### src/rtl/rs_age_select_pkg.sv
// Shared defaults for the ALU reservation station.
// Sizes used by rs_age_select and rs_age_matrix.
package rs_age_select_pkg;

  localparam int RS_DEPTH    = 8;
  localparam int RS_ROB_BITS = 4;
  localparam int RS_NUM_CDB  = 2;
  localparam int RS_OP_W     = 6;

  typedef logic [31:0] word_t;

endpackage

### src/rtl/rs_age_select_age_matrix.sv
// Age matrix for oldest-ready-first select.
// Ports: alloc/disp one-hot and eligible vector in, grant one-hot out.
module rs_age_matrix
  import rs_age_select_pkg::*;
#(
  parameter int DEPTH = RS_DEPTH
) (
  input  logic             clk_in,
  input  logic             rst_n_in,
  input  logic [DEPTH-1:0] alloc_oh_in,
  input  logic [DEPTH-1:0] disp_oh_in,
  input  logic [DEPTH-1:0] elig_in,
  output logic [DEPTH-1:0] grant_out
);

  // age_q[j][i] = 1: entry j is older than entry i
  logic [DEPTH-1:0] age_q [DEPTH];

  always_ff @(posedge clk_in or negedge rst_n_in) begin
    if (!rst_n_in) begin
      for (int j = 0; j < DEPTH; j++)
        age_q[j] <= '0;
    end else begin
      for (int k = 0; k < DEPTH; k++) begin
        if (alloc_oh_in[k]) begin
          for (int j = 0; j < DEPTH; j++)
            age_q[j][k] <= (j != k);
          age_q[k] <= '0;
        end else if (disp_oh_in[k]) begin
          age_q[k] <= '0;
        end
      end
    end
  end

  always_comb begin
    grant_out = '0;
    for (int i = 0; i < DEPTH; i++) begin
      grant_out[i] = elig_in[i];
      for (int j = 0; j < DEPTH; j++)
        if (elig_in[j] && age_q[j][i])
          grant_out[i] = 1'b0;
    end
  end

endmodule

### src/rtl/rs_age_select.sv
// ALU reservation station: CDB wakeup, one dispatch per cycle.
// Define RS_AGE_ORDER_EN for oldest-first select, else lowest index.
module rs_age_select
  import rs_age_select_pkg::*;
#(
  parameter int DEPTH    = RS_DEPTH,
  parameter int ROB_BITS = RS_ROB_BITS,
  parameter int NUM_CDB  = RS_NUM_CDB,
  parameter int OP_W     = RS_OP_W,
  localparam int CW      = $clog2(DEPTH+1)
) (
  input  logic                    clk_in,
  input  logic                    rst_n_in,
  input  logic                    rdy_in,
  input  logic                    flush_in,
  input  logic                    alloc_valid_in,
  output logic                    alloc_ready_out,
  input  logic [OP_W-1:0]         alloc_op_in,
  input  logic [ROB_BITS-1:0]     alloc_dest_in,
  input  logic [31:0]             alloc_imm_in,
  input  logic                    alloc_src1_rdy_in,
  input  logic [31:0]             alloc_src1_val_in,
  input  logic [ROB_BITS-1:0]     alloc_src1_tag_in,
  input  logic                    alloc_src2_rdy_in,
  input  logic [31:0]             alloc_src2_val_in,
  input  logic [ROB_BITS-1:0]     alloc_src2_tag_in,
  input  logic [NUM_CDB-1:0]      cdb_valid_in,
  input  logic [NUM_CDB*ROB_BITS-1:0] cdb_tag_in,
  input  logic [NUM_CDB*32-1:0]   cdb_value_in,
  output logic                    disp_valid_out,
  input  logic                    disp_ready_in,
  output logic [OP_W-1:0]         disp_op_out,
  output logic [31:0]             disp_vj_out,
  output logic [31:0]             disp_vk_out,
  output logic [31:0]             disp_imm_out,
  output logic [ROB_BITS-1:0]     disp_dest_out,
  output logic [CW-1:0]           count_out
);

  logic [DEPTH-1:0]    valid_q, rj_q, rk_q;
  logic [OP_W-1:0]     op_q   [DEPTH];
  logic [ROB_BITS-1:0] dest_q [DEPTH];
  logic [ROB_BITS-1:0] qj_q   [DEPTH];
  logic [ROB_BITS-1:0] qk_q   [DEPTH];
  word_t               vj_q   [DEPTH];
  word_t               vk_q   [DEPTH];
  word_t               imm_q  [DEPTH];
  logic [CW-1:0]       count_q;

  logic [DEPTH-1:0] elig, grant, free_oh;
  logic [DEPTH-1:0] alloc_oh, disp_oh;
  logic [DEPTH-1:0] wj_hit, wk_hit;
  word_t            wj_val [DEPTH];
  word_t            wk_val [DEPTH];
  logic             a1_hit, a2_hit;
  word_t            a1_val, a2_val;
  logic             alloc_fire, disp_fire;

  // Scan high to low so the lowest matching channel wins.
  function automatic logic [32:0] snoop(
    input logic [ROB_BITS-1:0]         tag,
    input logic [NUM_CDB-1:0]          cv,
    input logic [NUM_CDB*ROB_BITS-1:0] ct,
    input logic [NUM_CDB*32-1:0]       cval
  );
    logic [32:0] r;
    r = '0;
    for (int c = NUM_CDB-1; c >= 0; c--)
      if (cv[c] && ct[c*ROB_BITS +: ROB_BITS] == tag)
        r = {1'b1, cval[c*32 +: 32]};
    return r;
  endfunction

  always_comb begin
    for (int i = 0; i < DEPTH; i++) begin
      {wj_hit[i], wj_val[i]} = snoop(qj_q[i],
        cdb_valid_in, cdb_tag_in, cdb_value_in);
      {wk_hit[i], wk_val[i]} = snoop(qk_q[i],
        cdb_valid_in, cdb_tag_in, cdb_value_in);
    end
    {a1_hit, a1_val} = snoop(alloc_src1_tag_in,
      cdb_valid_in, cdb_tag_in, cdb_value_in);
    {a2_hit, a2_val} = snoop(alloc_src2_tag_in,
      cdb_valid_in, cdb_tag_in, cdb_value_in);
  end

  assign elig    = valid_q & rj_q & rk_q;
  assign free_oh = ~valid_q & (valid_q + DEPTH'(1));

  assign alloc_ready_out = (count_q != CW'(DEPTH));
  assign alloc_fire = alloc_valid_in & alloc_ready_out
                    & rdy_in & ~flush_in;
  assign disp_valid_out = (|elig) & rdy_in & ~flush_in;
  assign disp_fire = disp_valid_out & disp_ready_in;

  assign alloc_oh = free_oh & {DEPTH{alloc_fire}};
  assign disp_oh  = grant & {DEPTH{disp_fire}};
  assign count_out = count_q;

`ifdef RS_AGE_ORDER_EN
  rs_age_matrix #(.DEPTH(DEPTH)) u_age (
    .clk_in      (clk_in),
    .rst_n_in    (rst_n_in),
    .alloc_oh_in (alloc_oh),
    .disp_oh_in  (disp_oh),
    .elig_in     (elig),
    .grant_out   (grant)
  );
`else
  assign grant = elig & (~elig + DEPTH'(1));
`endif

  always_comb begin
    disp_op_out   = '0;
    disp_vj_out   = '0;
    disp_vk_out   = '0;
    disp_imm_out  = '0;
    disp_dest_out = '0;
    for (int i = 0; i < DEPTH; i++) begin
      if (grant[i]) begin
        disp_op_out   = disp_op_out   | op_q[i];
        disp_vj_out   = disp_vj_out   | vj_q[i];
        disp_vk_out   = disp_vk_out   | vk_q[i];
        disp_imm_out  = disp_imm_out  | imm_q[i];
        disp_dest_out = disp_dest_out | dest_q[i];
      end
    end
  end

  always_ff @(posedge clk_in or negedge rst_n_in) begin
    if (!rst_n_in) begin
      valid_q <= '0;
      rj_q    <= '0;
      rk_q    <= '0;
      count_q <= '0;
      for (int i = 0; i < DEPTH; i++) begin
        op_q[i]   <= '0;
        dest_q[i] <= '0;
        qj_q[i]   <= '0;
        qk_q[i]   <= '0;
        vj_q[i]   <= '0;
        vk_q[i]   <= '0;
        imm_q[i]  <= '0;
      end
    end else if (rdy_in) begin
      if (flush_in) begin
        valid_q <= '0;
        count_q <= '0;
      end else begin
        for (int i = 0; i < DEPTH; i++) begin
          if (alloc_oh[i]) begin
            valid_q[i] <= 1'b1;
            op_q[i]    <= alloc_op_in;
            dest_q[i]  <= alloc_dest_in;
            imm_q[i]   <= alloc_imm_in;
            qj_q[i]    <= alloc_src1_tag_in;
            qk_q[i]    <= alloc_src2_tag_in;
            rj_q[i]    <= alloc_src1_rdy_in | a1_hit;
            rk_q[i]    <= alloc_src2_rdy_in | a2_hit;
            vj_q[i]    <= alloc_src1_rdy_in ?
                          alloc_src1_val_in : a1_val;
            vk_q[i]    <= alloc_src2_rdy_in ?
                          alloc_src2_val_in : a2_val;
          end else begin
            if (disp_oh[i])
              valid_q[i] <= 1'b0;
            if (valid_q[i] && !rj_q[i] && wj_hit[i]) begin
              rj_q[i] <= 1'b1;
              vj_q[i] <= wj_val[i];
            end
            if (valid_q[i] && !rk_q[i] && wk_hit[i]) begin
              rk_q[i] <= 1'b1;
              vk_q[i] <= wk_val[i];
            end
          end
        end
        unique case ({alloc_fire, disp_fire})
          2'b10:   count_q <= count_q + CW'(1);
          2'b01:   count_q <= count_q - CW'(1);
          default: count_q <= count_q;
        endcase
      end
    end
  end

endmodule

### config.mk
export PLATFORM = sky130hd
export DESIGN_NAME = rs_age_select
export DESIGN_NICKNAME = d
export VERILOG_FILES = /design/src/rtl/rs_age_select_pkg.sv /design/src/rtl/rs_age_select_age_matrix.sv /design/src/rtl/rs_age_select.sv
export SDC_FILE = /design/constraint.sdc
export NUM_CORES = 2
export LEC_CHECK = 0
export CAP_MARGIN = 20
export CORE_ASPECT_RATIO = 0.7
export CORE_MARGIN = 2
export CORE_UTILIZATION = 35
export CTS_CLUSTER_DIAMETER = 60
export DETAILED_ROUTE_END_ITERATION = 10
export DONT_BUFFER_PORTS = 1
export HOLD_SLACK_MARGIN = 0.15
export PLACE_DENSITY = 0.48
export SYNTH_ARGS = -nofsm -noshare
export SYNTH_HDL_FRONTEND = slang
export SYNTH_SLANG_ARGS = --single-unit
### constraint.sdc
create_clock -name clk_in -period 5.7 [get_ports clk_in]
set_input_delay 0.855 -clock clk_in [delete_from_list [all_inputs] [get_ports clk_in]]
set_output_delay 0.855 -clock clk_in [all_outputs]
set_load 0.005 [all_outputs]
* Yosys cells after proc, flatten, opt, wreduce, memory -nomap -nowiden *
Index checks and enable logic that the tools add are counted.

storage, ports and cells
  flip-flop bits (word level) = 940
  input bits = 196
  output and inout port bits = 112
  word-level logic and storage cells = 480

operators by class
  $add $sub $neg = 4
  equality and inequality tests = 39
  mux-type cells = 161
  bitwise operators = 52
  reduce and logical (&&, ||, !) cells = 143

operator list
  operator                                      count
  2-to-1 mux 32 bit                             58
  2-to-1 mux 33 bit                             36
  OR 32 bit                                     21
  == test 4 bit                                 36
  AND reduction 3 bit                           24
  logical AND 1 bit                             68
  AND 8 bit                                     6
  2-to-1 mux 1 bit                              48
  2-to-1 mux 6 bit                              8
  OR 6 bit                                      7
  2-to-1 mux 4 bit                              9
  nonzero test 2 bit                            16
  OR 4 bit                                      7
  nonzero test 3 bit                            9
  AND reduction 2 bit                           9
  adder 8 x 1 -> 8 bit (second input constant)  2
  logical NOT 1 bit                             16
  NOT 8 bit                                     2
  2-to-1 mux 8 bit                              1
  case mux 4 bit (2 select lines)               1
  OR reduction 8 bit                            1
  AND 1 bit                                     6
  adder 4 x 1 -> 4 bit (second input constant)  1
  != test 4 bit (second input constant)         1
  5 further kinds                               6

* Logic depth before layout (Yosys ltp) *
  depth after elaboration = 20
  depth in mapped cells = 12
  gate-level depth less buffers = 11

* Worst setup path before layout *
Ideal clock, no wire load.

  path type = reg-to-output
  start = register valid_q[0]
  end = output disp_vj_out[0]
  data arrival time = 2.043 ns
  data required time = 4.845 ns
  path slack = 2.802 ns
  stages on the path, launching flop included = 10
  buffers on the path = 4
  cell sequence = dfrtp_1 clkbuf_2 and3_1 or3_4 buf_2 nor3_4 buf_4 buf_2 a22oi_1 nand3_1

on the way
  longest elaborated chain between the ends = 20

ends and longest elaborated chain
  item                              RTL line              text
  start: declaration                rs_age_select.sv:40   logic [DEPTH-1:0] valid_q, rj_q, rk_q;
  start signal: assignment          rs_age_select.sv:132  valid_q <= '0;
  start signal: assignment          rs_age_select.sv:147  valid_q <= '0;
  start signal: indexed assignment  rs_age_select.sv:152  valid_q[i] <= 1'b1;
  AND 8 bit (*) (2 in a row)        rs_age_select.sv:87   assign elig = valid_q & rj_q & rk_q;
  NOT 8 bit                         rs_age_select.sv:110  assign grant = elig & (~elig + DEPTH'(1));
  adder 8 x 1 -> 8 bit              rs_age_select.sv:110
  AND 8 bit (*)                     rs_age_select.sv:110
  2-to-1 mux 32 bit                 rs_age_select.sv:120  if (grant[i]) begin
  OR 32 bit                         rs_age_select.sv:122  disp_vj_out = disp_vj_out | vj_q[i];
  2-to-1 mux 32 bit                 rs_age_select.sv:120
  OR 32 bit                         rs_age_select.sv:122
  [... 3 more ...]                  -
  OR 32 bit                         rs_age_select.sv:122
  2-to-1 mux 32 bit                 rs_age_select.sv:120
  OR 32 bit                         rs_age_select.sv:122
  2-to-1 mux 32 bit                 rs_age_select.sv:120
  OR 32 bit                         rs_age_select.sv:122
  2-to-1 mux 32 bit                 rs_age_select.sv:120
  OR 32 bit                         rs_age_select.sv:122
  2-to-1 mux 32 bit (*)             rs_age_select.sv:120
  end: declaration                  rs_age_select.sv:33   output logic [31:0] disp_vj_out,

Every way passes the cells marked *; elsewhere a longest branch is shown, timed or not.

* Worst setup path in the final report *
  start = register valid_q[0]
  end = output disp_vj_out[31]

The elaborated chain is that of the path after synthesis.

==> flow_summary.toml <==
[synth]
ys_top_cells_by_area = "dfrtp_1 45%, nand2_1 5.8%, o21ai_0 5.5%, mux2_2 4.4%, o22ai_1 3.5%"
synth_fa_ha_area_frac = 0.000866
synth_commonest_cells = "940 x dfrtp_1, 798 x nand2_1, 569 x o21ai_0"
synth_top_area_frac = 0.452
synth_area_mm2 = 0.0520
yosysSeqAreaShare = 0.452
ys.flop_type = "dfrtp_1"
ys_seq_elements = 940
synth_cell_type_count = 77
synth_fp_nets = 5901
synth_edf_count = 0
yosysTopAreaCell = "dfrtp_1"
synth_top_family_by_area = "compound AO/OA/AOI/OAI gates"
async_reset_ff_frac = 1.00
synthMuxAreaShare = 0.0689
ys_warn_count = 0
synth_compound_area_frac = 0.257
synth_most_common_cell = "dfrtp_1"
synthCells = 5702
synth_xor_xnor_area_share = 0.0246
yosys.area_share.simple = 0.134
avgSynthCellArea_um2 = 9.12

[pwr]
ir_worst_vdd_v = 0.000229
leakagePower_uw = 0.0253
p_per_area_mw_per_mm2 = 339

[sta]
finalMaxSlewViolations = 0
fmaxAchievable_ghz = 0.204
layout_min_cycle_time_ns = 4.89
rsz0062_at_grt = "false"
setup_tns_ns = 0
fin_skew_ns = 0.0444
tightest_slew_ns = 1.46
finalHoldViolCount = 0
setup_viol = 0
slew-limit-headroom = 0.0261
post-route-period-util = 0.859

[cells_and_area]
drive_gt1_frac = 0.122
fill_cells = 14800
regArea_mm2 = 0.0235
final_util = 0.390
area_growth_pct = 10.6
nNetsFinal = 5501
multi_input_area_mm2 = 0.0257

[worst_setup_path]
cp.required_ns = 4.85
r2r-start = "valid_q[0]"
crit_path_max_incr_delay_ns = 0.83
cp-start-kind = "flop"
worst_r2r_path_depth = 11
crit_arrival_ns = 4.04
endpoint_kind = "output port"
critical_path.max_fanout = 60
slowest_stage = "nor2_4"
critPathKind = "reg2out"
rrSetupSlack_ns = 1.97
cp-startpoint = "valid_q[0]"
crit_chain = "and3_4 > nor3_2 > nand3_1 > nor2_4 > buf_12 > a21oi_1 > nand3_1"
cp_common_cell = "nand3_1"

[die]
rows = 118
die_w_um = 465
die_h_um = 327
io_pins = 308
coreArea_mm2 = 0.148
die_area_mm2 = 0.152
initial_core_util = 0.352

[hold_path]
hold_depth = 1
hold_class = "in2reg"
hp-start = "rdy_in"

[global_routing]
grt_antenna_before_repair = 26
grt_start_max_net_pins = 264
first_global_vias = 46400
grt_usage = 0.307
grt_pass1_wl_um = 346000
grt-ovfl-total = 0

[route]
totalWireLength_um = 239000
vias_per_cell = 6.48
wl_per_cell_um = 32.3
ant_nets = 0
drt_iter0_drc = 6673
vias = 47900
firstDrtPassIters = 8
route.detailed.drc = 0

[place]
gp_congestion = 0.834
io_buffers = 0
dpl.hpwl_um = 136000

[clock_network]
clkSinkCount = 940
clock_latency_ns = 0.78
clockBufferDepth = 3
clockRootBuffer = "clkbuf_16"
cts_buffers = 109
cts_tree = "built"
clkSlewWorstSetupHoldPaths_ns = 0.07
cts.htree.levels = 3
cts_resized = 0

[job]
max-cap-violations = 0

[run_status]
status = "completed"
## path summary, 6_finish.rpt
kind                                        end
worst max-delay path            disp_vj_out[31]
worst min-delay path                 valid_q[4]
worst max register to register     count_out[3]
worst min register to register        imm_q[69]
max in group asynchronous               op_q[8]
min in group asynchronous             vk_q[233]
## power breakdown
part | leakage (uW) | internal, uW | switching, uW | total [uW]
registers | 0.0125 | 7610 | 569 | 8180
clock network | 0.00193 | 4540 | 3230 | 7770
logic | 0.0109 | 1260 | 2320 | 3580
## worst max-delay path, delay by kind of cell (launching register included)
kind | cells | cell delay (ns)
flip-flops | 1 | 0.49
AND/OR/NAND/NOR | 5 | 2.27
AO/OA/AOI/OAI | 1 | 0.12
buffers and inverters | 1 | 0.34
## final cells by class
cell class | instances | share of cell area
multi-input cells | 3974 | 0.446
flip-flops and latches | 940 | 0.409
clock buffers | 149 | 0.0549
well taps | 1980 | 0.0430
repair buffers | 137 | 0.0240
clock inverters | 57 | 0.0133
inverters | 140 | 0.00913
diodes | 11 | 0.000478
## routing by layer
layer,global-route usage,part of all wire,vias to the layer above,wire length (um)
met5,0,0.00043,-,102
met4,0.109,0.036,16,8640
met3,0.0930,0.11,511,26700
met2,0.447,0.42,2837,101000
met1,0.428,0.43,24300,102000
li1,-,-,20200,-
## metrics by stage
step	hold WS (ns)	cells	setup slack, ns	instance area [um^2]	total power (uW)
3_5_place_dp	0.456	7164	1.61	53500	11800
4_1_cts	0.150	7374	0.812	57500	19600
2_1_floorplan	0.439	5702	2.80	52000	10500
3_3_place_gp	0.449	7158	1.63	53400	11800
5_1_grt	0.163	7384	0.667	57500	20300
6_report	0.202	7388	0.805	57500	19500
## sequential cells by signal, summed over array words and instances (netlist names)
| register | cells |
|---|---|
| vk_q | 256 |
| rk_q | 8 |
| imm_q | 256 |
| qk_q | 32 |
| dest_q | 32 |
| rj_q | 8 |
| qj_q | 32 |
| vj_q | 256 |
| valid_q | 8 |
| count_out | 4 |
| op_q | 48 |
## cells in the final DEF (no fill, tap or decap), types with 32 or more instances in the layout
cell,count
a221oi_1,159
o221ai_1,36
nor2b_1,35
clkbuf_16,110
inv_1,139
mux2_2,202
nand3_1,263
nand2_1,798
mux2i_1,131
xnor2_1,62
nor2_1,214
and3_1,38
buf_4,104
a21oi_1,243
and2_1,67
o21ai_0,569
a22oi_1,218
o2bb2ai_1,33
o22ai_1,286
dfrtp_1,940
o211ai_1,32
a222oi_1,95
a221o_1,135
xor2_1,84
## timing repair
action                                 CTS  global route
endpoints found under the hold margin   44             0
hold buffers                             4             0
buffers inserted                         0             0
## kinds of logic (layout without fill, tap and decap cells)
| group | Yosys count | count (layout) |
|---|---|---|
| AO/OA/AOI/OAI | 1943 | 1943 |
| multiplexers | 333 | 333 |
| adder cells (fa/ha/maj) | 3 | 3 |
| buffers and inverters | 788 | 483 |
| flip-flops | 940 | 940 |
| other | 0 | 11 |
| AND/OR/NAND/NOR | 1549 | 1549 |
| XOR/XNOR | 146 | 146 |
Note: power is estimated with default switching activity, not from simulation.
